===== config.mk =====
export PLATFORM = sky130hd
export DESIGN_NAME = led_pulse_stretcher_flat
export DESIGN_NICKNAME = d
export VERILOG_FILES = /design/src/rtl/led_pulse_stretcher_if.sv /design/src/rtl/led_pulse_stretcher.sv /design/src/flat_wrapper.sv
export SDC_FILE = /design/constraint.sdc
export NUM_CORES = 1
export LEC_CHECK = 0
export ABC_AREA = 1
export CORE_UTILIZATION = 55
export DETAILED_ROUTE_END_ITERATION = 8
export PLACE_DENSITY_LB_ADDON = 0.25
export SYNTH_ARGS = -nofsm -noshare
export SYNTH_HDL_FRONTEND = slang
export SYNTH_SLANG_ARGS = --single-unit

===== constraint.sdc =====
create_clock -name i_Clk -period 3.2 [get_ports i_Clk]
set_input_delay 0.64 -clock i_Clk [delete_from_list [all_inputs] [get_ports i_Clk]]
set_output_delay 0.64 -clock i_Clk [all_outputs]
set_load 0.005 [all_outputs]

===== src/rtl/led_pulse_stretcher_if.sv =====
// Event/status bundle between game logic and the LED pulse stretcher.
// master: game logic (drives strobes, reads status).
// slave : the stretcher itself.
interface led_pulse_stretcher_if;
    logic       i_Event;
    logic       i_Clear;
    logic       o_Led;
    logic       o_Busy;
    logic [3:0] o_Pending;
    logic       o_Overflow;

    modport master (
        output i_Event,
        output i_Clear,
        input  o_Led,
        input  o_Busy,
        input  o_Pending,
        input  o_Overflow
    );

    modport slave (
        input  i_Event,
        input  i_Clear,
        output o_Led,
        output o_Busy,
        output o_Pending,
        output o_Overflow
    );
endinterface


===== src/rtl/led_pulse_stretcher.sv =====
// led_pulse_stretcher
// Expands single-cycle events into LED blinks of c_ON_CYCLES clocks followed
// by a forced dark gap of c_GAP_CYCLES clocks. One 24-bit down-counter is
// shared by the ON and GAP phases.
//
// Optional feature macro: LED_STRETCH_QUEUE_EN
//   defined   : events arriving during a blink are queued in a saturating
//               pending counter (up to c_PEND_MAX) and each one produces its
//               own blink; events beyond the cap set o_Overflow.
//   undefined : no queue, o_Pending reads 0, every event arriving during a
//               blink is dropped and sets o_Overflow.
//
// o_Led and o_Busy are registered from the current state, so they follow
// the state register by one clock: an event sampled in IDLE at edge N
// lights the LED from edge N+1 on.
module led_pulse_stretcher #(
    parameter int unsigned c_ON_CYCLES  = 2500000,
    parameter int unsigned c_GAP_CYCLES = 1250000,
    parameter int unsigned c_PEND_MAX   = 15
) (
    input  logic                        i_Clk,
    input  logic                        i_Rst_n,
    led_pulse_stretcher_if.slave        bus
);

    typedef enum logic [1:0] {
        ST_IDLE = 2'd0,
        ST_ON   = 2'd1,
        ST_GAP  = 2'd2
    } state_t;

    // Counter reload values: the phase lasts load+1 clocks (counts down to 0).
    localparam logic [23:0] c_ON_LOAD  = 24'(c_ON_CYCLES - 1);
    localparam logic [23:0] c_GAP_LOAD = 24'(c_GAP_CYCLES - 1);
    localparam logic [3:0]  c_PEND_CAP = 4'(c_PEND_MAX);

    state_t      state_q;
    state_t      state_d;
    logic [23:0] cnt_q;
    logic [23:0] cnt_d;
    logic        led_q;
    logic        led_d;
    logic        busy_q;
    logic        busy_d;
    logic [3:0]  pend_q;
    logic [3:0]  pend_d;
    logic        ovf_q;
    logic        ovf_d;

    // An event that starts the next blink directly (IDLE entry or GAP end
    // with an empty queue) is consumed and never counted as pending.
    logic        ev_taken_s;
    // An event that arrives while a blink is in progress and is not consumed.
    logic        ev_extra_s;
    logic        ovf_set_s;
    logic        cnt_zero_s;

`ifdef LED_STRETCH_QUEUE_EN
    // A queued event was used to start a blink this cycle.
    logic        pend_dec_s;
`else
    logic        unused_pend_cap_s;
    assign unused_pend_cap_s = ^c_PEND_CAP;
`endif

    assign cnt_zero_s = (cnt_q == 24'd0);

    // Next-state and counter: phase sequencing IDLE -> ON -> GAP -> (ON|IDLE).
    always_comb begin
        state_d    = state_q;
        cnt_d      = cnt_q;
        ev_taken_s = 1'b0;
`ifdef LED_STRETCH_QUEUE_EN
        pend_dec_s = 1'b0;
`endif
        case (state_q)
            ST_IDLE: begin
                if (bus.i_Event) begin
                    state_d    = ST_ON;
                    cnt_d      = c_ON_LOAD;
                    ev_taken_s = 1'b1;
`ifdef LED_STRETCH_QUEUE_EN
                end else if (pend_q != 4'd0) begin
                    state_d    = ST_ON;
                    cnt_d      = c_ON_LOAD;
                    pend_dec_s = 1'b1;
`endif
                end else begin
                    state_d = ST_IDLE;
                    cnt_d   = cnt_q;
                end
            end
            ST_ON: begin
                if (cnt_zero_s) begin
                    state_d = ST_GAP;
                    cnt_d   = c_GAP_LOAD;
                end else begin
                    state_d = ST_ON;
                    cnt_d   = cnt_q - 24'd1;
                end
            end
            ST_GAP: begin
                if (cnt_zero_s) begin
`ifdef LED_STRETCH_QUEUE_EN
                    // Queued events take priority; a fresh event only
                    // starts the next blink directly when the queue is empty.
                    if (pend_q != 4'd0) begin
                        state_d    = ST_ON;
                        cnt_d      = c_ON_LOAD;
                        pend_dec_s = 1'b1;
                    end else if (bus.i_Event) begin
                        state_d    = ST_ON;
                        cnt_d      = c_ON_LOAD;
                        ev_taken_s = 1'b1;
                    end else begin
                        state_d = ST_IDLE;
                        cnt_d   = 24'd0;
                    end
`else
                    state_d = ST_IDLE;
                    cnt_d   = 24'd0;
`endif
                end else begin
                    state_d = ST_GAP;
                    cnt_d   = cnt_q - 24'd1;
                end
            end
            default: begin
                state_d = ST_IDLE;
                cnt_d   = 24'd0;
            end
        endcase
    end

    // Pending queue and overflow detection for events arriving mid-blink.
    always_comb begin
        pend_d     = pend_q;
        ovf_set_s  = 1'b0;
        ev_extra_s = bus.i_Event && !ev_taken_s && (state_q != ST_IDLE);
`ifdef LED_STRETCH_QUEUE_EN
        if (ev_extra_s && pend_dec_s) begin
            // One queued event consumed, one new event queued: net zero.
            pend_d = pend_q;
        end else if (ev_extra_s) begin
            if (pend_q >= c_PEND_CAP) begin
                pend_d    = pend_q;
                ovf_set_s = 1'b1;
            end else begin
                pend_d = pend_q + 4'd1;
            end
        end else if (pend_dec_s) begin
            pend_d = pend_q - 4'd1;
        end else begin
            pend_d = pend_q;
        end
`else
        pend_d = 4'd0;
        if (ev_extra_s) begin
            ovf_set_s = 1'b1;
        end else begin
            ovf_set_s = 1'b0;
        end
`endif
    end

    // Sticky overflow: a new overflow beats a simultaneous clear.
    always_comb begin
        ovf_d = ovf_q;
        if (ovf_set_s) begin
            ovf_d = 1'b1;
        end else if (bus.i_Clear) begin
            ovf_d = 1'b0;
        end else begin
            ovf_d = ovf_q;
        end
    end

    // LED and busy flags follow the current phase one clock later.
    always_comb begin
        led_d  = (state_q == ST_ON);
        busy_d = (state_q != ST_IDLE);
    end

    // State register, shared counter and output flops; async reset to idle.
    always_ff @(posedge i_Clk or negedge i_Rst_n) begin
        if (!i_Rst_n) begin
            state_q <= ST_IDLE;
            cnt_q   <= 24'd0;
            led_q   <= 1'b0;
            busy_q  <= 1'b0;
            pend_q  <= 4'd0;
            ovf_q   <= 1'b0;
        end else begin
            state_q <= state_d;
            cnt_q   <= cnt_d;
            led_q   <= led_d;
            busy_q  <= busy_d;
            pend_q  <= pend_d;
            ovf_q   <= ovf_d;
        end
    end

    assign bus.o_Led      = led_q;
    assign bus.o_Busy     = busy_q;
    assign bus.o_Pending  = pend_q;
    assign bus.o_Overflow = ovf_q;

endmodule


===== src/flat_wrapper.sv =====
// flat-port wrapper written by rule: the top's interface ports become plain ports
module led_pulse_stretcher_flat 
#(
    parameter int unsigned c_ON_CYCLES  = 2500000,
    parameter int unsigned c_GAP_CYCLES = 1250000,
    parameter int unsigned c_PEND_MAX   = 15
)
  (i_Clk, i_Rst_n, bus_i_Event, bus_i_Clear, bus_o_Led, bus_o_Busy, bus_o_Pending, bus_o_Overflow);
  led_pulse_stretcher_if bus_i ();
  input  logic i_Clk;
  input  logic i_Rst_n;
  input wire logic [$bits(bus_i.i_Event)-1:0] bus_i_Event;
  input wire logic [$bits(bus_i.i_Clear)-1:0] bus_i_Clear;
  output wire logic [$bits(bus_i.o_Led)-1:0] bus_o_Led;
  output wire logic [$bits(bus_i.o_Busy)-1:0] bus_o_Busy;
  output wire logic [$bits(bus_i.o_Pending)-1:0] bus_o_Pending;
  output wire logic [$bits(bus_i.o_Overflow)-1:0] bus_o_Overflow;
  assign bus_i.i_Event = bus_i_Event;
  assign bus_i.i_Clear = bus_i_Clear;
  assign bus_o_Led = bus_i.o_Led;
  assign bus_o_Busy = bus_i.o_Busy;
  assign bus_o_Pending = bus_i.o_Pending;
  assign bus_o_Overflow = bus_i.o_Overflow;
  led_pulse_stretcher #(.c_ON_CYCLES(c_ON_CYCLES), .c_GAP_CYCLES(c_GAP_CYCLES), .c_PEND_MAX(c_PEND_MAX)) u_core (.i_Clk(i_Clk), .i_Rst_n(i_Rst_n), .bus(bus_i));
endmodule

Yosys cells after proc, flatten, opt, wreduce, memory -nomap -nowiden
Index checks and enable logic that the tools add are counted.

Register bits: 29. Input bits: 4. Word-level logic and storage cells: 29.

Add/sub/neg operators: 1. Eq/ne operators: 3. Muxes and demuxes: 13. Reductions and logical operators: 7.

Operators by type and width (count): two-way mux 24 bit (3); case mux 24 bit (3 select lines) (1); logical NOT 24 bit (1); subtractor 24 x 1 -> 24 bit, second input constant (1); two-way mux 1 bit (6); case mux 2 bit (3 select lines) (1); two-way mux 2 bit (2); nonzero test 2 bit (2); == test 2 x 1 -> 1 bit, second input constant (1); == test 2 bit, second input constant (1); logical AND 1 bit (2); logical NOT 2 bit (1); inequality test 2 bit, second input constant (1); logical NOT 1 bit (1).

Longest topological paths before layout
Gate-level depths: netlist of run 1.

Depth in word-level cells: 7. Gate-level depth with buffers: 12. Depth with buffers taken out: 11.

Worst setup path after synthesis of run 1
OpenSTA, ideal clock, no wires.

Path kind: register to register. Start: reg u_core.cnt_q[0]. End: reg u_core.cnt_q[0]. Setup time: 0.132 ns. Arrival: 1.371 ns. Data required time: 3.068 ns. Slack: 1.697 ns. Cell stages (with the launch flop): 13. Path buffers: 1. Period minus slack after synthesis: 1.503 ns. Cells stage by stage: dfrtp_1 > inv_1 > ha_1 > inv_1 > nor2_1 > nand2_1 > nor2_2 > nand3_4 > nand2_2 > nand2_2 > buf_6 > nand2_1 > o211ai_1.

Cells in the longest elaborated chain, start to end: 3. Elaborated cells between the ends (all ways): 5. Classes of those cells: add/sub: 1; mux: 3; reduce/logical: 1.

Ends and longest elaborated chain: start, declared (line led_pulse_stretcher.sv:39) `logic [23:0] cnt_q;`; start signal, assigned (line led_pulse_stretcher.sv:195) `cnt_q <= cnt_d;`; subtractor 24 x 1 -> 24 bit / logical NOT 24 bit (equally long branches) (line led_pulse_stretcher.sv:99, led_pulse_stretcher.sv:125, led_pulse_stretcher.sv:66); two-way mux 24 bit (on tied branches) (line led_pulse_stretcher.sv:103, led_pulse_stretcher.sv:94); case mux 24 bit (3 select lines) * (line led_pulse_stretcher.sv:76) `case (state_q)`.

Every way passes the cells marked *; elsewhere a longest branch is shown, timed or not. A chain may end at the register's enable or synchronous reset.

Worst setup path after layout of run 1
Start: in bus_i_Event. End: reg u_core.cnt_q[23].

Cells in the longest elaborated chain, start to end: 1.

Ends and longest elaborated chain: start, declared (line flat_wrapper.sv:12) `input wire logic [$bits(bus_i.i_Event)-1:0] bus_i_Event;`; inequality test 2 bit (no source line).

Every way passes these cells.

==> flow_summary.yaml, run 1 <==
detailed_routing:
  drc: 0
  post_drt_wl_per_cell_um: 12.0
  vias_per_cell: 5.00
  wl_um: 3580
  first_iter_violations: 94
  first_pass_iters: 4
  vias: 1494
  ant_nets: 0
worst_setup_path:
  critPathKind: "in -> reg"
  reg2reg_slack_ns: 1.29
  reg2reg_to: "u_core.cnt_q[14]"
  rr_startpoint: "u_core.cnt_q[0]"
  startpoint_type: "primary input"
  r2r_cells: 11
  cp.arrival_ns: 2.20
  end_kind: "register"
  critPathRequiredTime_ns: 3.45
  worstPathMaxFanout: 11
yosys:
  async_flop_share: 1.00
  yosys-top-cells-count: "nand2_1 (66), nor2_1 (40), dfrtp_1 (29), inv_1 (22), o21ai_0 (11)"
  seq_area_frac_synth: 0.397
  synth_ff_type: "dfrtp_1"
  yosys.cell_types.count: 30
  synth_cells: 244
  synth_top_area_cell: "dfrtp_1"
  yosysMostFrequentCell: "nand2_1"
  synth_area_um2: 1830
  yosysTopAreaCellShare: 0.397
  ys_ff_latch: 29
  yosys_warnings: 0
  synth_area_leaders: "dfrtp_1 (40%), nand2_1 (14%), nor2_1 (8.2%), inv_1 (4.5%), xor2_1 (4.3%)"
  synth_edf_count: 0
  syn_area_per_cell_um2: 7.49
floorplanning:
  core_area_um2: 3100
  fp.dieW_um: 59.6
  start_util: 0.589
  dieArea_um2: 3560
  chipHeight_um: 59.6
  io_pins: 11
  rows: 20
cts:
  path_clk_slew_ns: 0.08
  cts-root-buf: "clkbuf_4"
  insertion_delay_ns: 0.32
  clock_sinks: 29
  cts_hold_buffers: 0
  cts-resized-gates: 0
  cts_tree: "done"
  clock_path_buffers: 2
  cts_made_buffers: 5
  htree_levels: 2
  post_cts_buffers: 0
grt:
  grt_pass1_wl_um: 6130
  grt_use_met1: 0.348
  grt_overflow: 0
  grt_start_max_net_pins: 30
  antenna_found_initial: 0
  use_met3: 0.0655
  grt_use_met2: 0.358
  grt_pass1_vias: 1307
  grtUsageTotal: 0.244
  grt-busiest-layer: "met2"
finish:
  num_antenna_cells: 0
  utilization: 0.630
  nFillCells: 290
  final_layout_size_suffix_gt1_frac: 0.114
  nets: 260
  syn2layout_area_growth_pct: 7.06
min_path:
  holdPathEnd: "u_core.bus.o_Overflow"
  hold_depth: 2
  min_path_type: "reg -> reg"
  min-delay-start: "u_core.bus.o_Overflow"
pwr:
  sw_frac_of_total: 0.215
  ir_drop_v: 0.000188
  p_per_area_nw_per_um2: 300
  combPwrFrac: 0.028
  clkPwrFrac: 0.346
  leakagePower_nw: 0.888
  switchingPower_mw: 0.126
  p_seq_frac: 0.626
  p_int_mw: 0.460
sta:
  fin_crit_sh: 0.609
  rsz0062_at_grt: "false"
  min_period_ns: 1.95
  tns_ns: 0
  whs_ns: 0.537
  finalSetupViolations: 0
  hold_viol: 0
  max_freq_mhz: 513
  skew_ns: 0.00613
  slew_viol_final: 0
  postLayoutSetupSlackWorst_ns: 1.25
outcome:
  status: "finished, final reports clean"
job:
  cap_violations: 0
placement:
  dp.final_hpwl_um: 2690
  pre_cts_slack_ns: 0.924
  port_buffers: 6
  gp_congestion: 0.913
how the worst max path moves through the flow:
| stage | startpoint | endpoint | slack [ns] |
|---|---|---|---|
| floorplan | u_core.cnt_q[0] | u_core.cnt_q[0] | 1.70 |
| finish | bus_i_Event | u_core.cnt_q[23] | 1.25 |
| global route | u_core.cnt_q[0] | u_core.cnt_q[14] | 1.08 |
| global placement | bus_i_Event | u_core.cnt_q[19] | 0.99 |
| detailed placement | bus_i_Event | u_core.cnt_q[23] | 0.92 |
| CTS | u_core.cnt_q[0] | u_core.cnt_q[14] | 1.26 |
cell families after synthesis:
logic type | share of synthesized area
AND/OR/NAND/NOR | 0.355
buffers and inverters | 0.0808
flip-flops | 0.397
AO/OA/AOI/OAI | 0.0884
XOR/XNOR | 0.0623
adder cells (fa/ha/maj) | 0.0137
other | 0.00205
layout by cell type, fill, tap and decap left out, types with 4 or more instances in the layout:
master,count
nor2_1,40
dfrtp_1,29
nand2_1,66
o21ai_0,11
xnor2_1,4
nand3_1,10
clkbuf_4,5
nand2_2,5
nor2_2,7
clkdlybuf4s50_1,6
conb_1,4
xor2_1,9
a21oi_1,7
inv_1,22
nor2_4,4
power by group through the flow:
stage	Combinational [mW]	Sequential, mW	Clock, mW
5_1_grt	0.0194	0.367	0.234
3_5_place_dp	0.0170	0.375	0
2_1_floorplan	0.00571	0.375	0
3_3_place_gp	0.0171	0.375	0
6_report	0.0164	0.367	0.203
4_1_cts	0.0169	0.367	0.214
routing by layer:
metal	vias up	share of wire
li1	777	-
met4	0	0.0098
met2	40	0.45
met1	671	0.48
met3	6	0.055
met5	-	0
metrics by stage:
step | cells | power [mW] | area (um2)
6_report | 299 | 0.586 | 1960
5_1_grt | 299 | 0.621 | 1960
3_3_place_gp | 291 | 0.392 | 1910
3_5_place_dp | 291 | 0.392 | 1910
4_1_cts | 299 | 0.599 | 1960
2_1_floorplan | 247 | 0.381 | 1840
flip-flops by register name, indices dropped and copies added (netlist names):
signal	count
u_core.cnt_q	24
u_core.bus.o_Led	1
u_core.state_q	2
u_core.bus.o_Busy	1
u_core.bus.o_Overflow	1
area by class of cell:
| cell class | instances | area (um2) | share of cell area |
|---|---|---|---|
| clock buffers | 8 | 48.8 | 0.0250 |
| inverters | 25 | 93.8 | 0.0480 |
| multi-input cells | 186 | 965 | 0.493 |
| flip-flops and latches | 29 | 726 | 0.371 |
| well taps | 44 | 55.1 | 0.0282 |
| repair buffers | 7 | 67.6 | 0.0345 |
critical path: stages:
cell and delay [ns]:
clkdlybuf4s50_1 0.56, inv_1 0.10, nand2_1 0.37, nand3b_4 0.16, nor2_8 0.13, nand3_1 0.08, a21oi_1 0.15
No activity file was read; power rests on OpenSTA's default activity.
==> inputs of run 2 (changes only) <==
==> constraint.sdc (replaced) <==
create_clock -name i_Clk -period 1.9 [get_ports i_Clk]
set_input_delay 0.38 -clock i_Clk [delete_from_list [all_inputs] [get_ports i_Clk]]
set_output_delay 0.38 -clock i_Clk [all_outputs]
set_load 0.005 [all_outputs]
==> run 2 against run 1 <==
Net effect:
- via count is 3.3% higher
- global-route usage up 1.6 points
- worst setup slack lost 1.1 ns
- sequential cell count is the same
- critical endpoint is now u_core.cnt_q[14]
- largest cell class unchanged
==> flow_summary.yaml, run 2 (synthesis results as in run 1) <==
cts:
  cts_tree: "done"
  clock_sinks: 29
  cts_made_buffers: 5
  cts-root-buf: "clkbuf_4"
  path_clk_slew_ns: 0.10
  cts_hold_buffers: 0
  cts-resized-gates: 0
  htree_levels: 2
  insertion_delay_ns: 0.34
  clock_path_buffers: 2
  post_cts_buffers: 0
floorplanning:
  fp.dieW_um: 59.6
  io_pins: 11
  dieArea_um2: 3560
  rows: 20
  start_util: 0.589
  chipHeight_um: 59.6
  core_area_um2: 3100
worst_setup_path:
  startpoint_type: "register"
  critPathRequiredTime_ns: 2.14
  worstPathMaxFanout: 7
  end_kind: "register"
  critPathKind: "reg -> reg"
  cp.arrival_ns: 1.95
pwr:
  leakagePower_nw: 0.929
  ir_drop_v: 0.000505
  p_per_area_nw_per_um2: 584
detailed_routing:
  first_iter_violations: 55
  vias: 1544
  drc: 0
  vias_per_cell: 5.08
  first_pass_iters: 4
  post_drt_wl_per_cell_um: 12.5
  wl_um: 3790
  ant_nets: 0
finish:
  num_antenna_cells: 0
  final_layout_size_suffix_gt1_frac: 0.138
  reg_top3: "u_core.cnt_q (24), u_core.state_q (2)"
  largest-register: "u_core.cnt_q"
  finalInstanceArea_um2: 2030
  syn2layout_area_growth_pct: 11.1
  multi_input_area_um2: 965
  final_common_cell: "nand2_1"
  largest_reg_flops: 24
  nFillCells: 307
  mostFrequentLayoutCells: "nand2_1 (66), nor2_1 (40), dfrtp_1 (29)"
  regArea_um2: 726
  nets: 265
sta:
  max_freq_mhz: 585
  rsz0062_at_grt: "false"
  finalSetupViolations: 0
  fin_crit_sh: 0.899
  hold_viol: 0
  min_period_ns: 1.71
  slew_viol_final: 0
  skew_ns: 0.0104
  tns_ns: 0
job:
  cap_violations: 0
grt:
  grtUsageTotal: 0.260
  grt_overflow: 0
  grt_pass1_wl_um: 6640
  antenna_found_initial: 0
  grt_pass1_vias: 1523
  grt_start_max_net_pins: 30
placement:
  gp_congestion: 0.901
  dp.final_hpwl_um: 2860
  port_buffers: 6
  dpl-instance-area_um2: 1940
min_path:
  min_path_type: "in -> async"
outcome:
  status: "finished, final reports clean"
-- run 2: cell count changes in the layout (fill, tap and decap cells not counted), sizes merged --
cell    delta
bufinv     +1
clkbuf     -1
buf        +5
-- run 2: area by class of cell --
| type | count | share of cell area |
|---|---|---|
| Sequential cell | 29 | 0.358 |
| Clock buffer | 7 | 0.0271 |
| Timing Repair Buffer | 12 | 0.0518 |
| Inverter | 25 | 0.0462 |
| Tap cell | 44 | 0.0271 |
| Clock inverter | 1 | 0.0148 |
| Multi-Input combinational cell | 186 | 0.475 |
-- run 2: layer usage --
layer | global-route usage | vias to the layer above | routed length, um
met5 | 0 | - | 0
met4 | 0.123 | 0 | 95
met3 | 0.0568 | 9 | 142
met2 | 0.408 | 35 | 1660
met1 | 0.341 | 714 | 1900
li1 | - | 786 | -
-- run 2: final timing paths --
path | from | end | slack [ns] | cells after the start
worst max-delay path | u_core.cnt_q[1] | u_core.cnt_q[14] | 0.19 | 11
worst max register to register | u_core.cnt_q[1] | u_core.cnt_q[14] | 0.19 | 11
max in group asynchronous | i_Rst_n | u_core.cnt_q[0] | 1.20 | 2
worst min-delay path | i_Rst_n | u_core.state_q[1] | 0.43 | 2
worst min register to register | u_core.cnt_q[23] | u_core.cnt_q[23] | 0.55 | 2
min in group i_Clk | u_core.cnt_q[23] | u_core.cnt_q[23] | 0.55 | 2
-- run 2: critical path, cell delays in order, from the launching register on --
cell and delay, ns:
dfrtp_1 0.39, inv_1 0.10, ha_1 0.15, inv_1 0.04
nor2_1 0.07, nand2_1 0.06, nor2_2 0.14, nand3_4 0.13
o21ai_1 0.20, nand2_1 0.13, inv_2 0.13, nor2_1 0.06
-- run 2: metrics by stage --
stage | std cells | total power [mW] | utilization | setup WS [ns] | hold slack (ns)
floorplan | 247 | 0.641 | - | 0.397 | 0.0844
global placement | 296 | 0.661 | 0.627 | 0.198 | 0.520
detailed placement | 296 | 0.661 | 0.627 | 0.172 | 0.529
CTS | 304 | 1.19 | 0.654 | 0.197 | 0.434
global route | 304 | 1.23 | 0.654 | 0.0489 | 0.445
finish | 304 | 1.19 | 0.654 | 0.191 | 0.429
-- run 2: power breakdown --
group | leakage (nW) | switching [mW] | internal [mW]
Combinational | 0.580 | 0.0182 | 0.0114
Clock | 0.0455 | 0.223 | 0.314
Sequential | 0.304 | 0.000812 | 0.618
==> inputs of run 3 (changes only) <==
--- a/config.mk
+++ b/config.mk
@@ -6,6 +6,7 @@
 export NUM_CORES = 1
 export LEC_CHECK = 0
 export ABC_AREA = 1
+export CORE_MARGIN = 3
 export CORE_UTILIZATION = 55
 export DETAILED_ROUTE_END_ITERATION = 8
 export PLACE_DENSITY_LB_ADDON = 0.25
==> run 3 against run 2 <==
Net effect:
- global-route usage decreased by 3.8 points
- sequential power is essentially flat
- die area increased by 14%
- via count about the same
- sequential cell count did not move
- fmax fell by 0.78%
- largest power group unchanged
- highest routed layer unchanged
==> flow_summary.yaml, run 3 (synthesis results as in run 1) <==
floorplanning:
  io_pins: 11
  chipHeight_um: 63.6
  rows: 20
  core_area_um2: 3100
  start_util: 0.589
  fp.dieW_um: 63.6
  dieArea_um2: 4050
grt:
  antenna_found_initial: 0
  grt_pass1_vias: 1508
  grtUsageTotal: 0.222
  grt_overflow: 0
  grt_pass1_wl_um: 6900
  grt_start_max_net_pins: 30
min_path:
  min_path_type: "in -> async"
worst_setup_path:
  end_kind: "register"
  rr_startpoint: "u_core.cnt_q[0]"
  cp.arrival_ns: 1.96
  critPathRequiredTime_ns: 2.13
  reg2reg_to: "u_core.cnt_q[15]"
  slowest_stage: "dfrtp_1"
  startpoint_type: "register"
  worstPathMaxFanout: 6
  cpPeakStageDelay_ns: 0.40
  crit_chain: "inv_1, ha_1, inv_1, nor2_1, nand2_1, nor2_2, nand3_4, o21ai_1, nand2_1, inv_2, nor2_1"
  critPathLaunch: "u_core.cnt_q[0]"
  cp-endpoint: "u_core.cnt_q[15]"
  reg2reg_slack_ns: 0.18
  r2r_cells: 11
  critPathKind: "reg -> reg"
cts:
  insertion_delay_ns: 0.34
  post_cts_buffers: 0
  cts-resized-gates: 0
  clock_path_buffers: 2
  cts-root-buf: "clkbuf_4"
  cts_made_buffers: 5
  cts_hold_buffers: 0
  htree_levels: 2
  path_clk_slew_ns: 0.08
  cts_tree: "done"
  clock_sinks: 29
finish:
  nFillCells: 293
  syn2layout_area_growth_pct: 9.45
  largest-register: "u_core.cnt_q"
  largest_reg_flops: 24
  nets: 265
  final_layout_size_suffix_gt1_frac: 0.135
  reg_top3: "u_core.cnt_q (24), u_core.state_q (2)"
  final_common_cell: "nand2_1"
  mostFrequentLayoutCells: "nand2_1 (66), nor2_1 (40), dfrtp_1 (29)"
  num_antenna_cells: 0
  finalInstanceArea_um2: 2000
placement:
  dp.final_hpwl_um: 2990
  port_buffers: 6
  gp_congestion: 0.854
  dpl-instance-area_um2: 1940
sta:
  skew_ns: 0.00218
  finalSetupViolations: 0
  rsz0062_at_grt: "false"
  max_freq_mhz: 581
  tns_ns: 0
  fin_crit_sh: 0.906
  whs_ns: 0.427
  slew_viol_final: 0
  hold_viol: 0
  min_period_ns: 1.72
pwr:
  p_total_mw: 1.03
  ir_drop_v: 0.000477
  p_per_area_nw_per_um2: 516
  leakagePower_nw: 0.915
detailed_routing:
  ant_nets: 0
  post_drt_wl_per_cell_um: 13.0
  first_iter_violations: 105
  wl_um: 3930
  drc: 0
  first_pass_iters: 4
  vias_per_cell: 5.10
  vias: 1545
job:
  cap_violations: 0
outcome:
  status: "finished, final reports clean"
run 3: worst max-delay path, delay by kind of cell, from the launching register on:
| family | cells | cell delay, ns |
|---|---|---|
| AO/OA/AOI/OAI | 1 | 0.17 |
| adder cells (fa/ha/maj) | 1 | 0.17 |
| buffers and inverters | 3 | 0.30 |
| flip-flops | 1 | 0.40 |
| AND/OR/NAND/NOR | 6 | 0.58 |
run 3: area by class of cell:
type | instances | area (um2) | area share
sequential | 29 | 726 | 0.363
tap | 44 | 55.1 | 0.0275
timing repair buffer | 12 | 105 | 0.0526
inverter | 25 | 93.8 | 0.0469
clock buffer | 7 | 55.1 | 0.0275
multi-input combinational | 186 | 965 | 0.482
run 3: power by group:
| part | internal (mW) | leakage (nW) | switching [mW] |
|---|---|---|---|
| registers | 0.618 | 0.304 | 0.000611 |
| logic | 0.0114 | 0.580 | 0.0180 |
| clock network | 0.174 | 0.0314 | 0.209 |
| total | 0.803 | 0.915 | 0.228 |
run 3: through the flow:
step	util	cells	setup slack (ns)
global route	0.644	303	0.0655
detailed placement	0.627	296	0.162
CTS	0.644	303	0.155
finish	0.644	303	0.178
floorplan	-	247	0.397
global placement	0.627	296	0.173
run 3: worst min path at each step:
stage	startpoint	endpoint	slack [ns]	depth (start not counted)
floorplan	i_Rst_n	u_core.bus.o_Busy	0.08	0
global placement	u_core.cnt_q[23]	u_core.cnt_q[23]	0.52	2
detailed placement	u_core.cnt_q[23]	u_core.cnt_q[23]	0.53	2
CTS	i_Rst_n	u_core.cnt_q[13]	0.44	2
global route	i_Rst_n	u_core.cnt_q[16]	0.46	2
finish	i_Rst_n	u_core.cnt_q[3]	0.43	2
run 3: metal layers:
metal	vias up	GRT usage	share of wire
met5	-	0	0
met4	0	0.111	0.015
met3	7	0.0535	0.061
met2	42	0.344	0.45
met1	708	0.289	0.47
li1	788	-	-
